`src/rtl/fetch_unit.sv`:
```
// Instruction fetch front end: credit-limited request stream into instruction memory,
// in-order response queue toward decode, and redirect flush with stale-response dropping.
module fetch_unit #(
  parameter int              XLEN     = 32,
  parameter int              DEPTH    = 4,
  parameter logic [XLEN-1:0] RESET_PC = '0
) (
  input  logic                       clk,
  input  logic                       reset,
  output logic                       imem_req_valid,
  input  logic                       imem_req_ready,
  output logic [XLEN-1:0]            imem_req_addr,
  input  logic                       imem_rsp_valid,
  input  logic [XLEN-1:0]            imem_rsp_data,
  input  logic                       redirect_valid,
  input  logic [XLEN-1:0]            redirect_pc,
  output logic                       out_valid,
  input  logic                       out_ready,
  output logic [XLEN-1:0]            out_inst,
  output logic [XLEN-1:0]            out_pc,
  output logic [$clog2(DEPTH+1)-1:0] queue_count
);

  localparam int CW = $clog2(DEPTH + 1);
  localparam int PW = $clog2(DEPTH);

  logic [XLEN-1:0] fetch_pc;
  logic [XLEN-1:0] rsp_pc;
  logic [CW-1:0]   outstanding;
  logic [CW-1:0]   drop;
  logic [CW-1:0]   count;
  logic [PW-1:0]   rd_ptr;
  logic [PW-1:0]   wr_ptr;
  logic [XLEN-1:0] pc_mem   [DEPTH];
  logic [XLEN-1:0] inst_mem [DEPTH];

  logic            req_fire;
  logic            push;
  logic            pop;
  logic [CW:0]     credit_used;
  logic [XLEN-1:0] redirect_aligned;
  logic [CW-1:0]   outstanding_next;
  logic [CW-1:0]   drop_flush;
  logic [CW-1:0]   count_next;

  // Queue slots plus in-flight requests never exceed DEPTH, so a response always has room.
  assign credit_used      = {1'b0, count} + {1'b0, outstanding};
  assign imem_req_valid   = reset && !redirect_valid && (credit_used < (CW+1)'(DEPTH));
  assign imem_req_addr    = fetch_pc;
  assign req_fire         = imem_req_valid && imem_req_ready;
  assign push             = imem_rsp_valid && (drop == '0) && !redirect_valid;
  assign pop              = out_valid && out_ready && !redirect_valid;
  assign redirect_aligned = redirect_pc & ~XLEN'(3);

  assign out_valid   = (count != '0);
  assign out_inst    = out_valid ? inst_mem[rd_ptr] : '0;
  assign out_pc      = out_valid ? pc_mem[rd_ptr] : '0;
  assign queue_count = count;

  always_comb begin
    outstanding_next = outstanding;
    if (req_fire && !imem_rsp_valid) outstanding_next = outstanding + CW'(1);
    else if (!req_fire && imem_rsp_valid) outstanding_next = outstanding - CW'(1);
  end

  // Outstanding already includes responses still pending a drop, so after a flush every
  // response still in flight is stale; the one arriving this cycle is discarded directly.
  always_comb begin
    drop_flush = outstanding;
    if (imem_rsp_valid) drop_flush = (outstanding == '0) ? '0 : outstanding - CW'(1);
  end

  always_comb begin
    count_next = count;
    if (push && !pop) count_next = count + CW'(1);
    else if (!push && pop) count_next = count - CW'(1);
  end

  always_ff @(posedge clk or negedge reset) begin
    if (!reset) begin
      fetch_pc    <= RESET_PC;
      rsp_pc      <= RESET_PC;
      outstanding <= '0;
      drop        <= '0;
      count       <= '0;
      rd_ptr      <= '0;
      wr_ptr      <= '0;
    end else begin
      outstanding <= outstanding_next;
      if (redirect_valid) begin
        fetch_pc <= redirect_aligned;
        rsp_pc   <= redirect_aligned;
        drop     <= drop_flush;
        count    <= '0;
        rd_ptr   <= '0;
        wr_ptr   <= '0;
      end else begin
        if (req_fire) fetch_pc <= fetch_pc + XLEN'(4);
        if (imem_rsp_valid) begin
          if (drop != '0) drop <= drop - CW'(1);
          else rsp_pc <= rsp_pc + XLEN'(4);
        end
        if (push) wr_ptr <= wr_ptr + PW'(1);
        if (pop) rd_ptr <= rd_ptr + PW'(1);
        count <= count_next;
      end
    end
  end

  // Storage needs no reset: outputs are masked whenever the queue is empty.
  always_ff @(posedge clk) begin
    if (push) begin
      pc_mem[wr_ptr]   <= rsp_pc;
      inst_mem[wr_ptr] <= imem_rsp_data;
    end
  end

endmodule
```
`config.mk`:
```
export PLATFORM = sky130hd
export DESIGN_NAME = fetch_unit
export DESIGN_NICKNAME = d
export VERILOG_FILES = /design/src/rtl/fetch_unit.sv
export SDC_FILE = /design/constraint.sdc
export NUM_CORES = 1
export LEC_CHECK = 0
export BUFFER_PORTS_ARGS = -buffer_cell sky130_fd_sc_hd__buf_2
export CORE_MARGIN = 3
export CORE_UTILIZATION = 50
export CTS_CLUSTER_SIZE = 28
export DETAILED_ROUTE_END_ITERATION = 10
export GPL_TIMING_DRIVEN = 0
export HOLD_SLACK_MARGIN = 0.15
export PLACE_DENSITY = 0.77
export SLEW_MARGIN = 10
export SYNTH_ARGS = -nofsm -noshare
export SYNTH_HDL_FRONTEND = slang
export SYNTH_SLANG_ARGS = --single-unit
```
`constraint.sdc`:
```
create_clock -name clk -period 2.76 [get_ports clk]
set_input_delay 0.276 -clock clk [delete_from_list [all_inputs] [get_ports clk]]
set_output_delay 0.276 -clock clk [all_outputs]
set_load 0.02 [all_outputs]
```
# After elaboration in Yosys (flattened, before gate mapping)
# Memories as Yosys holds them, arrays and structs flattened.
# Cells that the tools add are included.
dict set report op_classes {
  n_mux 23
  magnitude_cmp 1
  addsub 10
  reduce_logical 29
  n_eq_ne 1
}
# operator n
set op_table {}
lappend op_table {{32-bit 2-to-1 mux} 7}
lappend op_table {{32-bit by 3-bit adder with 32-bit output, second input constant} 2}
lappend op_table {{3-bit 2-to-1 mux} 10}
lappend op_table {{2-bit nonzero test} 6}
lappend op_table {{1-bit logical AND} 11}
lappend op_table {{3-bit nonzero test} 3}
lappend op_table {{3-bit by 1-bit subtractor with 3-bit output, second input constant} 3}
lappend op_table {{2-bit 2-to-1 mux} 4}
lappend op_table {{3-bit by 1-bit adder with 3-bit output, second input constant} 2}
lappend op_table {{3-bit zero test} 2}
lappend op_table {{1-bit zero test} 5}
lappend op_table {{2-bit by 1-bit adder with 2-bit output, second input constant} 2}
lappend op_table {{3-bit by 3-bit adder with 4-bit output} 1}
lappend op_table {{4-bit by 3-bit < comparator with 1-bit output, second input constant} 1}
lappend op_table {{2-bit AND reduction} 2}
lappend op_table {{1-bit 2-to-1 mux} 2}
lappend op_table {{2-bit != test, second input constant} 1}
dict set report word_totals {
  out_inout_bits 101
  reg_bits 77
  mem_bits_rw 256
  mem_count 2
  input_bits 70
  wordCells 73
}
# name depth word_bits read_ports rd_ports_with_merged_regs wr line_no
set mem_list {}
lappend mem_list {inst_mem 4 32 1 0 1 35} ;# logic [XLEN-1:0] inst_mem [DEPTH];
lappend mem_list {pc_mem 4 32 1 0 1 34} ;# logic [XLEN-1:0] pc_mem [DEPTH];

# Depth between registers and ports, before layout
# Gate-level depths: netlist (run 1).
dict set report logic_depth {
  ltp_word 8
  ltp_mapped 10
  mapped_depth_nobuf 10
}

# Least setup slack after synthesis (run 1)
# Ideal clock, no wire load.
dict set report synth_path {
  kind {reg2reg}
  from {register drop[0]}
  to {memory inst_mem[0][0] (enable)}
  t_arrival_ps 2557
  synth_period_minus_slack_ps 2983
  path_buffers 0
  stages_incl_launch_ff 6
  setup_time_ps 427
  required_ps 2333
  path_slack_ps -223
  cell_sequence {dfrtp_1 -> inv_1 -> ha_1 -> inv_1 -> nor3_4 -> and3_1}
}
dict set report synth_via {
  elab_chain_cells 5
}
# element line_no
set synth_rtl {}
lappend synth_rtl {{start: declaration} 30} ;# logic [CW-1:0] drop;
lappend synth_rtl {{start signal: assignment} 93} ;# drop <= drop_flush;
lappend synth_rtl {{start signal: assignment} 100} ;# if (drop != '0) drop <= drop - CW'(1);
lappend synth_rtl {{3-bit zero test} 51} ;# assign push = imem_rsp_valid && (drop == '0) && !redirect_valid;
lappend synth_rtl {{1-bit logical AND (2 in a row)} 51}
lappend synth_rtl {{1-bit 2-to-1 mux} 112} ;# if (push) begin
lappend synth_rtl {{1-bit 2-to-1 mux (not written as such)} 114} ;# inst_mem[wr_ptr] <= imem_rsp_data;
lappend synth_rtl {{end: declaration} 35}
# No other way between the ends.

# Final worst setup path (run 1)
dict set report layout_path {
  from {register rd_ptr[0]}
  to {output out_inst[15]}
}
dict set report layout_via {
  elab_chain_cells 2
}
# element line_no
set layout_rtl {}
lappend layout_rtl {{start: declaration} 32} ;# logic [PW-1:0] rd_ptr;
lappend layout_rtl {{start signal: assignment} 104} ;# if (pop) rd_ptr <= rd_ptr + PW'(1);
lappend layout_rtl {{memory read 4 x 32 bit} -}
lappend layout_rtl {{32-bit 2-to-1 mux} 56} ;# assign out_inst = out_valid ? inst_mem[rd_ptr] : '0;
lappend layout_rtl {{end: declaration} 19} ;# output logic [XLEN-1:0] out_inst,
# No other way between the ends.

==> metrics.cfg, run 1 <==
[drt]
vias_per_cell=5.66
vias=8487
drcViolationCount=0
postRouteAntennaNets=0
drtPass1Iterations=7
avgRoutedWirePerCell_microns=20.3
drt_iter0_markers=630
wl_microns=30500

[synth]
synth_top_family_by_area=multiplexers
synth_adder_area_share_pct=1.51
synth_area_leaders=edfxtp_1, dfrtp_1, mux4_2
synthMuxAreaShare_pct=11.2
async_flop_share_pct=22.7
synthSimpleGateAreaFrac_pct=10.8
yosysWarnings=0
synth_compound_area_share_pct=4.10
ys_seq_area_share_pct=67.5
ys_ff_latch=321
yosys.cell_types.count=60
netlist_instances=868
synth_top_area_cell=edfxtp_1
synth-xor-area-share_pct=2.74
synth_area_sq_um=13700
syn_area_per_cell_sq_um=15.8
synth-edff-count=248
synth_top_area_share_pct=54.2
synth_ff_type=edfxtp_1

[global_route]
grt_use_total_pct=21.0
antenna_found_initial=0
grt.overflow.total=0
grt_pass1_vias=8751
grt_pass1_wl_microns=47800
grt_max_degree=52

[placement]
post-place-ws_ns=0.244
dpl.hpwl_microns=19900
portBuffers=162
gp_congestion=0.906

[timing]
setup_ws_ns=0.0997
finalCriticalPeriod_ns=2.66
fmax_ghz=0.376
slew-limit-headroom_pct=46.5
finClkSkew_ns=0.0274
hold_violations=0
rsz0062_at_grt=false
finalMaxSlewViolations=0
setup_viol=0
worst_pin_slew_ns=0.795
whs_ns=0.160
fin_crit_sh_pct=96.4

[clocking]
clock_path_buffers=3
cts-root-buf=clkbuf_16
clk_pin_slew_ns=0.07
cts_setup_buffers=0
cts_buffers=34
cts.sinks=321
cts_tree=yes
htreeDepth=2
clock_latency_ns=0.51

[hold_path]
hp-class=in -> reg

[setup_path]
rr_worst_depth=10
crit_start=rd_ptr[0]$_DFFE_PN0P_
cp-endpoint=out_inst[15]
reg2reg_from=queue_count[1]$_DFFE_PN0P_
endpoint_kind=primary output
cp_max_fo=10
cp.arrival_ns=2.38
r2r_end=outstanding[2]$_DFFE_PN0P_
cp.required_ns=2.48
r2r_slack_ns=0.23
setup.worst_path.start_class=flop
critPathKind=reg -> out

[finish]
n_antenna_cell=0
syn_to_final_growth_pct=23.4
multiInputGateArea_sq_um=4210
fill_cells=1929
drive_gt1_share_pct=29.0
nets=1219
regArea_sq_um=9270

[floorplan]
initial_core_util_pct=51.0
core_area_sq_um=27000
die_area_sq_um=29500
die_w_microns=172
fp.dieH_microns=172
io_pins=171
rows=60

[power]
finalPower_mw=15.2
p_per_area_nw_per_um2=899
peakVddDrop_mv=0.465
cellLeakagePower_nw=6.24

[flow_run]
max-cap-violations=0

[outcome]
status=completed

## timing repair
| item | 4_1_cts | 5_1_grt |
|---|---|---|
| hold endpoints to repair | 254 | 0 |
| gates resized for setup | 11 | 2 |
| hold buffers | 61 | 0 |
| setup endpoints to repair | 59 | 31 |
## per-layer routing
metal	part of all wire (%)	routed length, microns	global-route usage (%)
met5	0	0	0
met4	2.5	766	5.69
met3	6.2	1900	3.98
met2	49	14900	35.7
met1	42	12900	28.2
## logic make-up (layout without fill, tap and decap cells)
kind of cell,after synthesis,in the layout
simple gates,257,257
other cells,1,4
fa+ha+maj,16,16
compound gates,90,90
buf+inv,65,352
mux,75,75
flops,321,321
xor+xnor,43,43
## synth_stat cells, types with 2 or more instances
cell / count
o311ai_1: 2
buf_2: 11
nand2b_1: 4
a21oi_1: 7
and3_1: 14
buf_6: 2
buf_4: 6
mux4_2: 62
ha_1: 15
xnor2_1: 18
nor3_2: 2
a211oi_1: 2
nor4_1: 2
a21o_1: 2
or3_1: 3
o21a_1: 2
clkbuf_1: 26
a31oi_1: 5
nor4_2: 2
nand4_1: 26
and4_2: 2
and2_1: 68
o311ai_0: 4
nand2_1: 53
nor2_1: 24
mux2i_1: 2
inv_1: 19
o211ai_1: 12
o31ai_1: 2
nor3_1: 8
nand3_1: 36
o21ai_0: 40
edfxtp_1: 248
xor2_1: 25
dfrtp_1: 73
mux2_2: 10
a21boi_0: 5
nor4_4: 2
## registers in the layout, summed over array words and instances (netlist names)
name and cells:
drop 3, imem_req_addr 30, inst_mem 128, outstanding 3, pc_mem 120, queue_count 3, rd_ptr 2, rsp_pc 30
wr_ptr 2
## area by class of cell
cell class / instances / area share [%]
multi-input cells: 485 / 24.8
inverters: 20 / 0.443
repair buffers: 228 / 9.16
plain buffers: 43 / 1.39
well taps: 341 / 2.52
clock buffers: 44 / 5.67
clock inverters: 17 / 1.29
flip-flops and latches: 321 / 54.7
## power breakdown
| part | switching (mW) | internal (mW) | leakage [nW] |
|---|---|---|---|
| clock | 1.79 | 2.94 | 0.569 |
| sequential | 0.356 | 5.54 | 3.12 |
| combinational | 2.69 | 1.91 | 2.55 |
## worst max-delay path: stages, from the launching register on
cell and delay [ns]:
dfrtp_1 0.31, buf_2 0.31, clkbuf_4 0.35, mux4_2 0.53
and2_1 0.20, buf_2 0.17
## stage by stage
| step | utilization [%] | instance area [sq um] | setup TNS, ns | std cells |
|---|---|---|---|---|
| floorplan | - | 13800 | 0 | 871 |
| global placement | 55.7 | 15000 | -77.53 | 1374 |
| detailed placement | 56.2 | 15100 | 0 | 1379 |
| CTS | 62.9 | 17000 | 0 | 1499 |
| global route | 62.9 | 17000 | 0 | 1499 |
| finish | 62.9 | 17000 | 0 | 1499 |
## cell usage in the layout, fill, tap and decap left out, types with 6 or more instances in the layout
master         count
and2_1            68
dfrtp_1           73
mux2_2            10
buf_4             12
o211ai_1          12
clkbuf_1          24
nand4_1           26
xor2_1            25
clkbuf_16         37
nor2_1            24
ha_1              15
a21oi_1            7
edfxtp_1         248
mux4_2            62
inv_1             19
clkbuf_2           6
nand3_1           36
o21ai_0           40
and3_1            10
buf_2            166
nand2_1           53
nor3_1             8
dlygate4sd3_1     61
xnor2_1           18
## worst min path at each step
stage | from | end | slack, ns | depth (start not counted)
after CTS | redirect_pc[14] | rsp_pc[14]$_DFFE_PN0P_ | 0.15 | 3
after global routing | redirect_pc[14] | rsp_pc[14]$_DFFE_PN0P_ | 0.19 | 3
after global placement | imem_rsp_data[2] | inst_mem[2][2]$_DFFE_PP_ | 0.49 | 1
after detailed placement | reset | imem_req_addr[14]$_DFFE_PN0P_ | 0.22 | 1
after floorplan | reset | drop[0]$_DFFE_PN0P_ | -0.02 | 0
final | redirect_pc[14] | rsp_pc[14]$_DFFE_PN0P_ | 0.16 | 3
Note: power is estimated with default switching activity, not from simulation.
==> run 2, diff against run 1 <==
- ABC_AREA: not set -> 1
==> run 2 against run 1 <==
Largest cell class unchanged. Largest power group unchanged. Via count up 40%. Clock power shrank 9.1%. Non-clock buffer count grew 38.
==> metrics.cfg, run 2 <==
[setup_path]
critPathKind=reg -> reg  ; was reg -> out
r2r_end=pc_mem[1][13]$_DFFE_PP_  ; was outstanding[2]$_DFFE_PN0P_
cp_max_fo=21  ; was 10
r2r_slack_ns=0.13  ; was 0.23 ns
endpoint_kind=flop  ; was primary output
setup.worst_path.start_class=flop  ; unchanged
rr_worst_depth=9  ; was 10
cp-endpoint=pc_mem[1][13]$_DFFE_PP_  ; was out_inst[15]
crit_start=drop[0]$_DFFE_PN0P_  ; was rd_ptr[0]$_DFFE_PN0P_
cp.required_ns=3.00  ; was 2.48 ns
reg2reg_from=drop[0]$_DFFE_PN0P_  ; was queue_count[1]$_DFFE_PN0P_
cp.arrival_ns=2.87  ; was 2.38 ns

[synth]
syn_area_per_cell_sq_um=9.76  ; was 15.8 sq um
ys_ff_latch=321  ; unchanged
yosysWarnings=0  ; unchanged
ys_seq_area_share_pct=63.0  ; was 67.5%
yosys.cell_types.count=42  ; was 60
synthSimpleGateAreaFrac_pct=20.0  ; was 10.8%
synthMuxAreaShare_pct=0  ; was 11.2%
async_flop_share_pct=22.7  ; unchanged
synth_adder_area_share_pct=1.41  ; was 1.51%
yosysMostFrequentCell=nor2_1  ; was edfxtp_1
synth_area_leaders=edfxtp_1, dfrtp_1, nor2_1  ; was edfxtp_1, dfrtp_1, mux4_2
synth_top_area_share_pct=50.6  ; was 54.2%
synth-xor-area-share_pct=1.31  ; was 2.74%
synth_compound_area_share_pct=9.63  ; was 4.10%
synth_ff_type=edfxtp_1  ; unchanged
synth_area_sq_um=14700  ; was 13700 sq um
synth_top_area_cell=edfxtp_1  ; unchanged
netlist_instances=1507  ; was 868
synth_commonest_cells=nor2_1, nand2_1, edfxtp_1, o21ai_0, inv_1  ; was edfxtp_1, dfrtp_1, and2_1, mux4_2, nand2_1
synth_top_family_by_area=simple AND/OR/NAND/NOR gates  ; was multiplexers
synth-edff-count=248  ; unchanged

[floorplan]
initial_core_util_pct=51.0  ; about the same
die_w_microns=178  ; was 172 microns
io_pins=171  ; unchanged
die_area_sq_um=31500  ; was 29500 sq um
rows=62  ; was 60
core_area_sq_um=28900  ; was 27000 sq um
fp.dieH_microns=178  ; was 172 microns

[finish]
largest_reg_flops=128  ; unchanged
final_common_cell=nor2_1  ; was edfxtp_1
nets=1877  ; was 1219
final_cell_mix=nor2_1, nand2_1, edfxtp_1  ; was edfxtp_1, buf_2, dfrtp_1
syn_to_final_growth_pct=22.9  ; was 23.4%
fill_cells=2229  ; was 1929
top_regs=inst_mem (128), pc_mem (120)  ; unchanged
multiInputGateArea_sq_um=4820  ; was 4210 sq um
regArea_sq_um=9270  ; unchanged
regMostFlops=inst_mem  ; unchanged
drive_gt1_share_pct=17.0  ; was 29.0%

[placement]
dpl.hpwl_microns=26600  ; was 19900 microns
post-place-ws_ns=-0.157  ; was 0.244 ns
portBuffers=163  ; was 162
gp_congestion=0.958  ; was 0.906

[timing]
fmax_ghz=0.380  ; was 0.376 GHz
rsz0062_at_grt=false  ; unchanged
tns_ns=0  ; unchanged
slew-limit-headroom_pct=56.8  ; was 46.5%
finClkSkew_ns=0.0262  ; was 0.0274 ns
setup_viol=0  ; unchanged
finalCriticalPeriod_ns=2.63  ; was 2.66 ns
hold_violations=0  ; unchanged
finalMaxSlewViolations=0  ; unchanged
setup_ws_ns=0.125  ; was 0.0997 ns
worst_pin_slew_ns=0.648  ; was 0.795 ns
fin_crit_sh_pct=95.5  ; was 96.4%

[drt]
wl_microns=39600  ; was 30500 microns
vias_per_cell=5.40  ; was 5.66
postRouteAntennaNets=0  ; unchanged
vias=11900  ; was 8487
drtPass1Iterations=5  ; was 7
avgRoutedWirePerCell_microns=18.0  ; was 20.3 microns
drcViolationCount=0  ; unchanged
drt_iter0_markers=1117  ; was 630

[global_route]
grt_pass1_vias=11600  ; was 8751
grt_max_degree=49  ; was 52
grt_pass1_wl_microns=61200  ; was 47800 microns
grt.overflow.total=0  ; unchanged
antenna_found_initial=2  ; was 0
grt_use_total_pct=24.8  ; was 21.0%

[outcome]
status=completed  ; unchanged

[clocking]
cts_buffers=35  ; was 34
cts-root-buf=clkbuf_16  ; unchanged
clock_latency_ns=0.53  ; was 0.51 ns
htreeDepth=2  ; unchanged
clock_path_buffers=3  ; unchanged
cts_tree=yes  ; unchanged
cts.sinks=321  ; unchanged
clk_pin_slew_ns=0.06  ; was 0.07 ns

[power]
peakVddDrop_mv=0.497  ; was 0.465 mV
p_per_area_nw_per_um2=813  ; was 899 nW/um^2
cellLeakagePower_nw=7.25  ; was 6.24 nW

[hold_path]
hp-class=in -> reg  ; unchanged
min_path_cells=5  ; was 3
hp-start=redirect_pc[25]  ; was redirect_pc[14]

[flow_run]
max-cap-violations=0  ; unchanged

-- run 2: cell types whose count changed after synthesis, moves of 17 or more --
cell	change
and2_1	-68
a21oi_1	+76
inv_1	+65
nand4_1	-17
mux4_2	-62
nand3_1	+35
nand2_1	+197
o21ai_0	+115
nor2_1	+330
-- run 2: routing by layer --
| layer | share of wire [%] | vias up | global-route usage (%) |
|---|---|---|---|
| met1 | 40 | 5556 | 32.9 |
| li1 | - | 5661 | - |
| met5 | 0 | - | 0 |
| met3 | 9.4 | 85 | 4.60 |
| met2 | 48 | 602 | 40.8 |
| met4 | 3.0 | 0 | 8.97 |
-- run 2: through the flow --
stage | cells | utilization (%) | hold slack, ns | total power [mW] | cell area, sq um
4_1_cts | 2195 | 62.4 | 0.180 | 14.7 | 18000
6_report | 2203 | 62.6 | 0.194 | 14.7 | 18100
3_5_place_dp | 2067 | 56.4 | 0.228 | 10.3 | 16300
3_3_place_gp | 2057 | 55.5 | 0.489 | 10.2 | 16000
2_1_floorplan | 1510 | - | -0.0196 | 8.69 | 14700
5_1_grt | 2203 | 62.6 | 0.216 | 15.4 | 18100
-- run 2: logic make-up after synthesis --
kind of cell,Yosys count
compound gates,270
xor+xnor,22
fa+ha+maj,16
buf+inv,159
flops,321
other cells,1
simple gates,718
-- run 2: area by class of cell --
cell class	instances	area share [%]
Tap cell	384	2.66
Antenna cell	2	0.0277
Inverter	93	1.93
Multi-Input combinational cell	1031	26.6
Clock buffer	38	4.91
Clock inverter	25	0.983
Timing Repair Buffer	243	9.65
Buffer	66	1.89
Sequential cell	321	51.3
-- run 2: where the power goes --
group          total [mW]  internal [mW]  leakage (nW)  switching (mW)
logic                4.41           1.36          3.61            3.05
registers            5.98           5.57          3.12           0.403
clock network        4.30           2.37         0.524            1.93
total                14.7           9.31          7.25            5.38
-- run 2: critical path, cell delays in order, from the launching register on --
cell	delay, ns
dfrtp_1	0.37
inv_1	0.11
ha_1	0.21
nand3_2	0.20
nor2_4	0.33
inv_1	0.34
nor2_4	0.21
buf_12	0.20
buf_16	0.19
buf_16	0.16
-- run 2: repair_timing --
item	4_1_cts	5_1_grt
gates resized for setup	5	11
setup buffers	2	5
pin swaps	0	2
hold endpoints to repair	257	0
setup endpoints to repair	77	101
hold buffers	63	0
cloned	0	1
-- run 2: worst min-delay path by stage --
stage	end	slack [ns]
2_1_floorplan	drop[0]$_DFFE_PN0P_	-0.02
3_3_place_gp	inst_mem[2][8]$_DFFE_PP_	0.49
3_5_place_dp	imem_req_addr[30]$_DFFE_PN0P_	0.23
4_1_cts	imem_req_addr[25]$_DFFE_PN0P_	0.18
5_1_grt	rsp_pc[25]$_DFFE_PN0P_	0.22
6_report	imem_req_addr[25]$_DFFE_PN0P_	0.19
